===== config.mk =====
export PLATFORM = sky130hd
export DESIGN_NAME = multi_pwm_control
export DESIGN_NICKNAME = d
export VERILOG_FILES = /design/src/rtl/general1.sv /design/src/rtl/button_repeat.sv /design/src/rtl/multi_pwm_control.sv
export SDC_FILE = /design/constraint.sdc
export NUM_CORES = 1
export LEC_CHECK = 0
export BUFFER_PORTS_ARGS = -buffer_cell sky130_fd_sc_hd__buf_2
export CAP_MARGIN = 20
export CORE_MARGIN = 1
export CORE_UTILIZATION = 30
export CTS_CLUSTER_SIZE = 28
export DETAILED_ROUTE_END_ITERATION = 10
export PLACE_DENSITY = 0.55
export SKIP_LAST_GASP = 1
export SLEW_MARGIN = 20
export SYNTH_ARGS = -nofsm -noshare
export SYNTH_HDL_FRONTEND = slang
export SYNTH_SLANG_ARGS = --single-unit

===== constraint.sdc =====
create_clock -name Clock -period 3.64 [get_ports Clock]
set_clock_uncertainty 0.2 [all_clocks]
set_input_delay 0.728 -clock Clock [delete_from_list [all_inputs] [get_ports Clock]]
set_output_delay 0.728 -clock Clock [all_outputs]
set_load 0.05 [all_outputs]

===== src/rtl/general1.sv =====
// Shared types and helpers for the multi-channel PWM controller.
// Holds the PWM alignment type and the ns-to-clocks conversion.
package General1;

    typedef enum logic {
        PWM_FRONT,
        PWM_BACK
    } pwm_type_e;

    function automatic int ns_to_clocks(input int ns, input int clk_ns);
        return ns / clk_ns;
    endfunction

endpackage


===== src/rtl/button_repeat.sv =====
// Button debounce filter with optional hold-to-repeat.
// Raw active-low input in, one-clock press events out.
module button_repeat #(
    parameter int FT           = 5,
    parameter int PT           = 125,
    parameter int RT           = 75,
    parameter bit RepeatEnable = 1'b1
) (
    input  logic clk_i,
    input  logic rst_i,
    input  logic btn_ni,
    output logic event_o
);

    localparam int FW   = $clog2(FT + 1);
    localparam int RMAX = (PT > RT) ? PT : RT;
    localparam int RW   = $clog2(RMAX + 1);

    logic          level_q;
    logic [FW-1:0] fcnt_q;
    logic [RW-1:0] rcnt_q;
    logic          pause_q;
    logic          event_q;
    logic [RW-1:0] rlim;

    // first repeat waits the long pause, later ones the short spacing
    assign rlim    = pause_q ? RW'(PT - 1) : RW'(RT - 1);
    assign event_o = event_q;

    // level filter, press detection and repeat timer
    always_ff @(posedge clk_i) begin
        if (rst_i) begin
            level_q <= 1'b1;
            fcnt_q  <= '0;
            rcnt_q  <= '0;
            pause_q <= 1'b1;
            event_q <= 1'b0;
        end else begin
            event_q <= 1'b0;
            if (btn_ni == level_q) begin
                fcnt_q <= '0;
            end else if (fcnt_q == FW'(FT - 1)) begin
                fcnt_q  <= '0;
                level_q <= btn_ni;
                if (!btn_ni) begin
                    event_q <= 1'b1;
                    rcnt_q  <= '0;
                    pause_q <= 1'b1;
                end
            end else begin
                fcnt_q <= fcnt_q + 1'b1;
            end
            if (RepeatEnable && !level_q) begin
                if (rcnt_q == rlim) begin
                    event_q <= 1'b1;
                    rcnt_q  <= '0;
                    pause_q <= 1'b0;
                end else begin
                    rcnt_q <= rcnt_q + 1'b1;
                end
            end
        end
    end

endmodule


===== src/rtl/multi_pwm_control.sv =====
// Multi-channel phase-staggered PWM with button-driven duty control.
// Shadowed duties reload at each channel's own phase zero.
module multi_pwm_control
    import General1::*;
#(
    parameter int        Channels           = 4,
    parameter int        Size               = 8,
    parameter int        ClockPeriod_ns     = 20,
    parameter int        FilterPeriod_ns    = 100,
    parameter int        PauseInterval_ns   = 2500,
    parameter int        RepeatsInterval_ns = 1500,
    parameter pwm_type_e PWMType            = PWM_BACK
) (
    input  logic                        Clock,
    input  logic                        Reset,
    input  logic                        Button_Up,
    input  logic                        Button_Down,
    input  logic                        Button_Select,
    output logic [Channels-1:0]         PWM,
    output logic                        Synch,
    output logic [$clog2(Channels)-1:0] SelChannel,
    output logic [Size-1:0]             SelDuty
);

    localparam int CW   = $clog2(Channels);
    localparam int SW   = Size + 1;
    localparam int FT   = ns_to_clocks(FilterPeriod_ns, ClockPeriod_ns);
    localparam int PT   = ns_to_clocks(PauseInterval_ns, ClockPeriod_ns);
    localparam int RT   = ns_to_clocks(RepeatsInterval_ns, ClockPeriod_ns);
    localparam int PI   = 2 ** Size - 1;
    localparam int STEP = PI / Channels;
    localparam logic [Size-1:0] P = Size'(PI);

    logic                up_ev, dn_ev, sel_ev;
    logic [Size-1:0]     m_q, m_d;
    logic [Size-1:0]     ck_q  [Channels];
    logic [Size-1:0]     ck_d  [Channels];
    logic [Size-1:0]     req_q [Channels];
    logic [Size-1:0]     req_d [Channels];
    logic [Size-1:0]     act_q [Channels];
    logic [Size-1:0]     act_d [Channels];
    logic [Channels-1:0] pwm_q, pwm_d;
    logic                synch_q, synch_d;
    logic [CW-1:0]       sel_q, sel_d;

    function automatic logic [Size-1:0] phase(input logic [Size-1:0] m,
                                              input int k);
        logic [SW-1:0] s;
        s = {1'b0, m} + SW'(k * STEP);
        if (s >= {1'b0, P}) s = s - {1'b0, P};
        return s[Size-1:0];
    endfunction

    button_repeat #(.FT(FT), .PT(PT), .RT(RT), .RepeatEnable(1'b1)) u_up (
        .clk_i(Clock), .rst_i(Reset), .btn_ni(Button_Up), .event_o(up_ev)
    );
    button_repeat #(.FT(FT), .PT(PT), .RT(RT), .RepeatEnable(1'b1)) u_dn (
        .clk_i(Clock), .rst_i(Reset), .btn_ni(Button_Down), .event_o(dn_ev)
    );
    button_repeat #(.FT(FT), .PT(PT), .RT(RT), .RepeatEnable(1'b0)) u_sel (
        .clk_i(Clock), .rst_i(Reset), .btn_ni(Button_Select), .event_o(sel_ev)
    );

    // next-state for counters, duties, selection and PWM compare
    always_comb begin
        m_d     = (m_q == P - 1'b1) ? '0 : m_q + 1'b1;
        synch_d = (m_d == '0);
        sel_d   = sel_q;
        pwm_d   = '0;
        if (sel_ev) sel_d = (sel_q == CW'(Channels - 1)) ? '0 : sel_q + 1'b1;
        for (int k = 0; k < Channels; k++) begin
            ck_d[k]  = phase(m_d, k);
            req_d[k] = req_q[k];
            // at phase zero the new duty is taken and also used this period
            act_d[k] = (ck_q[k] == '0) ? req_q[k] : act_q[k];
            if (PWMType == PWM_FRONT) pwm_d[k] = (ck_q[k] < act_d[k]);
            else                      pwm_d[k] = (ck_q[k] >= P - act_d[k]);
        end
        if (up_ev && !dn_ev && req_q[sel_q] != P)
            req_d[sel_q] = req_q[sel_q] + 1'b1;
        if (dn_ev && !up_ev && req_q[sel_q] != '0)
            req_d[sel_q] = req_q[sel_q] - 1'b1;
    end

    // state registers with synchronous reset
    always_ff @(posedge Clock) begin
        if (Reset) begin
            m_q     <= '0;
            synch_q <= 1'b0;
            sel_q   <= '0;
            pwm_q   <= '0;
            for (int k = 0; k < Channels; k++) begin
                ck_q[k]  <= '0;
                req_q[k] <= '0;
                act_q[k] <= '0;
            end
        end else begin
            m_q     <= m_d;
            synch_q <= synch_d;
            sel_q   <= sel_d;
            pwm_q   <= pwm_d;
            for (int k = 0; k < Channels; k++) begin
                ck_q[k]  <= ck_d[k];
                req_q[k] <= req_d[k];
                act_q[k] <= act_d[k];
            end
        end
    end

    assign PWM        = pwm_q;
    assign Synch      = synch_q;
    assign SelChannel = sel_q;
    assign SelDuty    = req_q[sel_q];

endmodule


==> impl_results.md <==
- Status: completed
- Top Family by Delay on Critical Path: compound AO/OA/AOI/OAI gates
- R2R Setup Slk: 200 ps
- Clock period minus final worst setup slack: between 3000 and 4000 ps
- Largest family of logic cells by synthesized area: simple AND/OR/NAND/NOR gates
- R2r startpoint: m_q[0]
- Simple-gate share of the synthesized area: between 20% and 30%
- Most common cell after layout, fill and taps aside: dfxtp_1
- Worst path slowest cell: xor2_1
- Final instance count without filler cells: 1342
- Grt met3 use: between 2 and 3%
- Synth top area share: a little over a third
- Number of buffers created by CTS: 17
- Number of setup buffers added after CTS: 0
- CP max FO: 12
- Cells after DPL: 1310
- GRT Max-Usage Layer: met2
- Pwr/cell area: 446 nW/um^2
- Num Clock Sinks: 144
- Gr usage total: between 10 and 15%
- Crit Path Category: reg2reg
- Commonest non-fill, non-tap cells in the layout: 144 x dfxtp_1, 117 x nor2_1, 64 x nand2_1, 60 x ha_1, 58 x a21oi_1
- Total gr overflow: 0
- Fill cells: 2753
- WP buf/inv: 2
- Worst Hold Path EP: u_dn.rcnt_q[1]
- Leakage Power: approximately 0.0039 uW
- Cell row count: 60
- Reg-to-reg endpoint: ck_q[3][3]
- Layout cells sized above 1: between 15 and 20%
- # nets final: between 1000 and 1500
- CP Data Required Time: ~3800 ps
- Most common cell on crit path: buf_4
- Ant diodes: 0
- Number of global-route vias before repair: 6260
- Setup-failing EPs final: 0
- Synth Cell Area: just over 8000 um^2
- Area Growth Syn to Fin: 14.8%
- FF-to-FF path depth: 11
- Fmax achieved: 0.290 GHz
- Starting Density: between 30% and 40%
- Hold Path Class: reg2reg
- Reg area: a little under 3000 um^2
- Ports: 20
- First-pass GRT wire length: around 32000 um
- Max-slew violation count: 0
- # hold bufs at CTS: 0
- Initial antenna violation count: 0
- Reg clk slew, reported paths: 70 ps
- Final Util: a little over a third
- Synthesized area per cell: 8.86 um^2
- Post-synthesis mux area share: 7.65%
- Post-DP HPWL: approximately 14000 um
- Final Hold Fails: 0
- Met2 GRT Util: 23.1%
- Worst path arrival time: between 3000 and 4000 ps
- GP Congestion: 0.855
- Core area: 27100 um^2
- Hold_ws: roughly 300 ps
- Largest net degree at the start of global routing: 107
- Worst-path cell chain: buf_4 > ha_1 > buf_4 > nand3_1 > xor2_1 > nor2b_1 > o31ai_4 > nor4_2 > a211o_2 > nand2b_1 > mux2_4
- Met1 Use GR: about a fifth
- Async SR Flop Fraction: 0%
- Die height: around 170 um
- Seq/Total Area, Yosys: 34.7%
- Hold depth: 2
- Yosys reg bits: roughly 140
- Die X: approximately 170 um
- Final ANT Viol Nets: 0
- Residual DRC: 0
- Mapped Cells: 938
- Synth Warn #: 0
- Syn nets: approximately 1000
- Max clock buf depth: 2
- CTS root buf: clkbuf_16
- Rel. slew slack: 43.2%
- RSZ-0062 raised after global routing: no
- Routed vias: between 6000 and 7000
- Worst-Skew Late Latency: ~420 ps
- 1st-iter DRT viols: roughly 430
- First-pass detailed-route iteration total: 5
- CTS tree: done
- Crit start category: register
- HP Start: u_dn.rcnt_q[1]
- Port Buffers: 19
- Die ar.: 28400 um^2
- Final period util: 94.6%
- Dominant cells by area after synthesis: dfxtp_1 35%, ha_1 9.3%, nor2_1 5.3%
- Synth cell types: between 80 and 90
- H-tree depth: 4
- Area of the multi-input gates: between 5000 and 6000 um^2
- Drt total wl: about 20000 um
- Post-synth top flop: dfxtp_1
- Post-Synth Adder-Cell Area: under 10%
- Routed wire per std cell: ~15 um
- CTS resizes: 0
- CP endpoint kind: register
- Vias per cell: between 4 and 5
- Xor and xnor area share after synthesis: 5.24%
- Compound-Gate Fraction of Synth Area: around 17%
- Cell taking the most area after synthesis: dfxtp_1
- Post-synth EDFFs: 0
- Measured slew at the worst slew-check pin: approximately 850 ps
- Max-cap viol count: 0
- Critical Path Max Stage Delay: around 680 ps
- VDD IR-drop max: just over 0.0003 V
==> registers in the layout (all words and copies together) (netlist names), 2 cells and up, named ones only <==
name	flops
m_q	8
ck_q	32
PWM	4
SelChannel	2
act_q	32
req_q	32
u_dn.fcnt_q	3
u_dn.rcnt_q	7
u_up.rcnt_q	7
u_sel.fcnt_q	3
u_up.fcnt_q	3
==> power breakdown <==
| group | total [uW] | internal, uW | leakage [uW] | switching [uW] |
|---|---|---|---|---|
| logic | 701 | 292 | 0.00245 | 409 |
| registers | 1690 | 1640 | 0.00117 | 46.9 |
| clock network | 1870 | 1170 | 0.000304 | 698 |
| total | 4260 | 3100 | 0.00392 | 1150 |
==> worst reg2reg max path, delay by kind of cell (launching register included) <==
family | cells | cell delay (ps)
mux | 1 | 300
fa+ha+maj | 1 | 230
simple gates | 4 | 470
flops | 1 | 330
compound gates | 2 | 760
xor+xnor | 1 | 680
buf+inv | 2 | 370
==> cell type report <==
class	instances	area share, %
flip-flops and latches	144	30.2
repair buffers	47	3.36
inverters	29	1.14
well taps	372	4.88
multi-input cells	718	53.8
clock buffers	19	4.64
clock inverters	13	1.94
==> worst max path at each step <==
stage / from / to / slack [ps] / cells past startpoint
2_1_floorplan: m_q[0] / ck_q[1][4] / -20 / 16
3_3_place_gp: m_q[0] / ck_q[1][4] / 240 / 12
3_5_place_dp: m_q[0] / ck_q[1][4] / 210 / 12
4_1_cts: m_q[0] / ck_q[1][5] / 150 / 12
5_1_grt: m_q[0] / ck_q[3][3] / 50 / 11
6_report: m_q[0] / ck_q[3][3] / 200 / 11
==> synth_stat cells, types with 5 or more instances <==
master	instances
nor2b_1	42
nand3_1	19
ha_1	62
nor3_1	21
mux2_2	32
mux2i_1	8
a21o_1	18
o21ai_0	34
inv_1	28
xor2_1	16
or2_2	5
a211oi_1	9
buf_2	14
nand3b_1	5
a311o_1	5
a31oi_1	9
mux4_2	8
clkbuf_1	22
nor2_1	117
buf_4	7
a21oi_1	58
and3_1	11
o21ai_1	6
a311oi_1	9
o21a_1	8
nor3b_1	6
nand2b_1	14
xnor2_1	30
nand2_1	64
nor4_1	16
and4_1	6
o21bai_1	5
dfxtp_1	144
==> metal layers <==
| metal | up-vias | share of wire (%) |
|---|---|---|
| met4 | 0 | 1.5 |
| met1 | 3104 | 48 |
| met3 | 24 | 3.6 |
| met2 | 119 | 47 |
| li1 | 3385 | - |
| met5 | - | 0 |
==> per-stage QoR <==
| step | instance area, um^2 | TNS, ps | power, uW | setup WS (ps) |
|---|---|---|---|---|
| final | 9540 | 0 | 4260 | 196 |
| after global routing | 9540 | 0 | 4440 | 48.9 |
| after CTS | 9510 | 0 | 4290 | 155 |
| after detailed placement | 8890 | 0 | 2410 | 205 |
| after global placement | 8890 | 0 | 2410 | 237 |
| after floorplan | 8320 | -17.2 | 2240 | -16.5 |
==> logic make-up after synthesis <==
family,count (synthesis)
compound gates,204
xor+xnor,48
fa+ha+maj,62
buf+inv,76
flops,144
mux,49
simple gates,355
No activity file was read; power rests on OpenSTA's default activity.
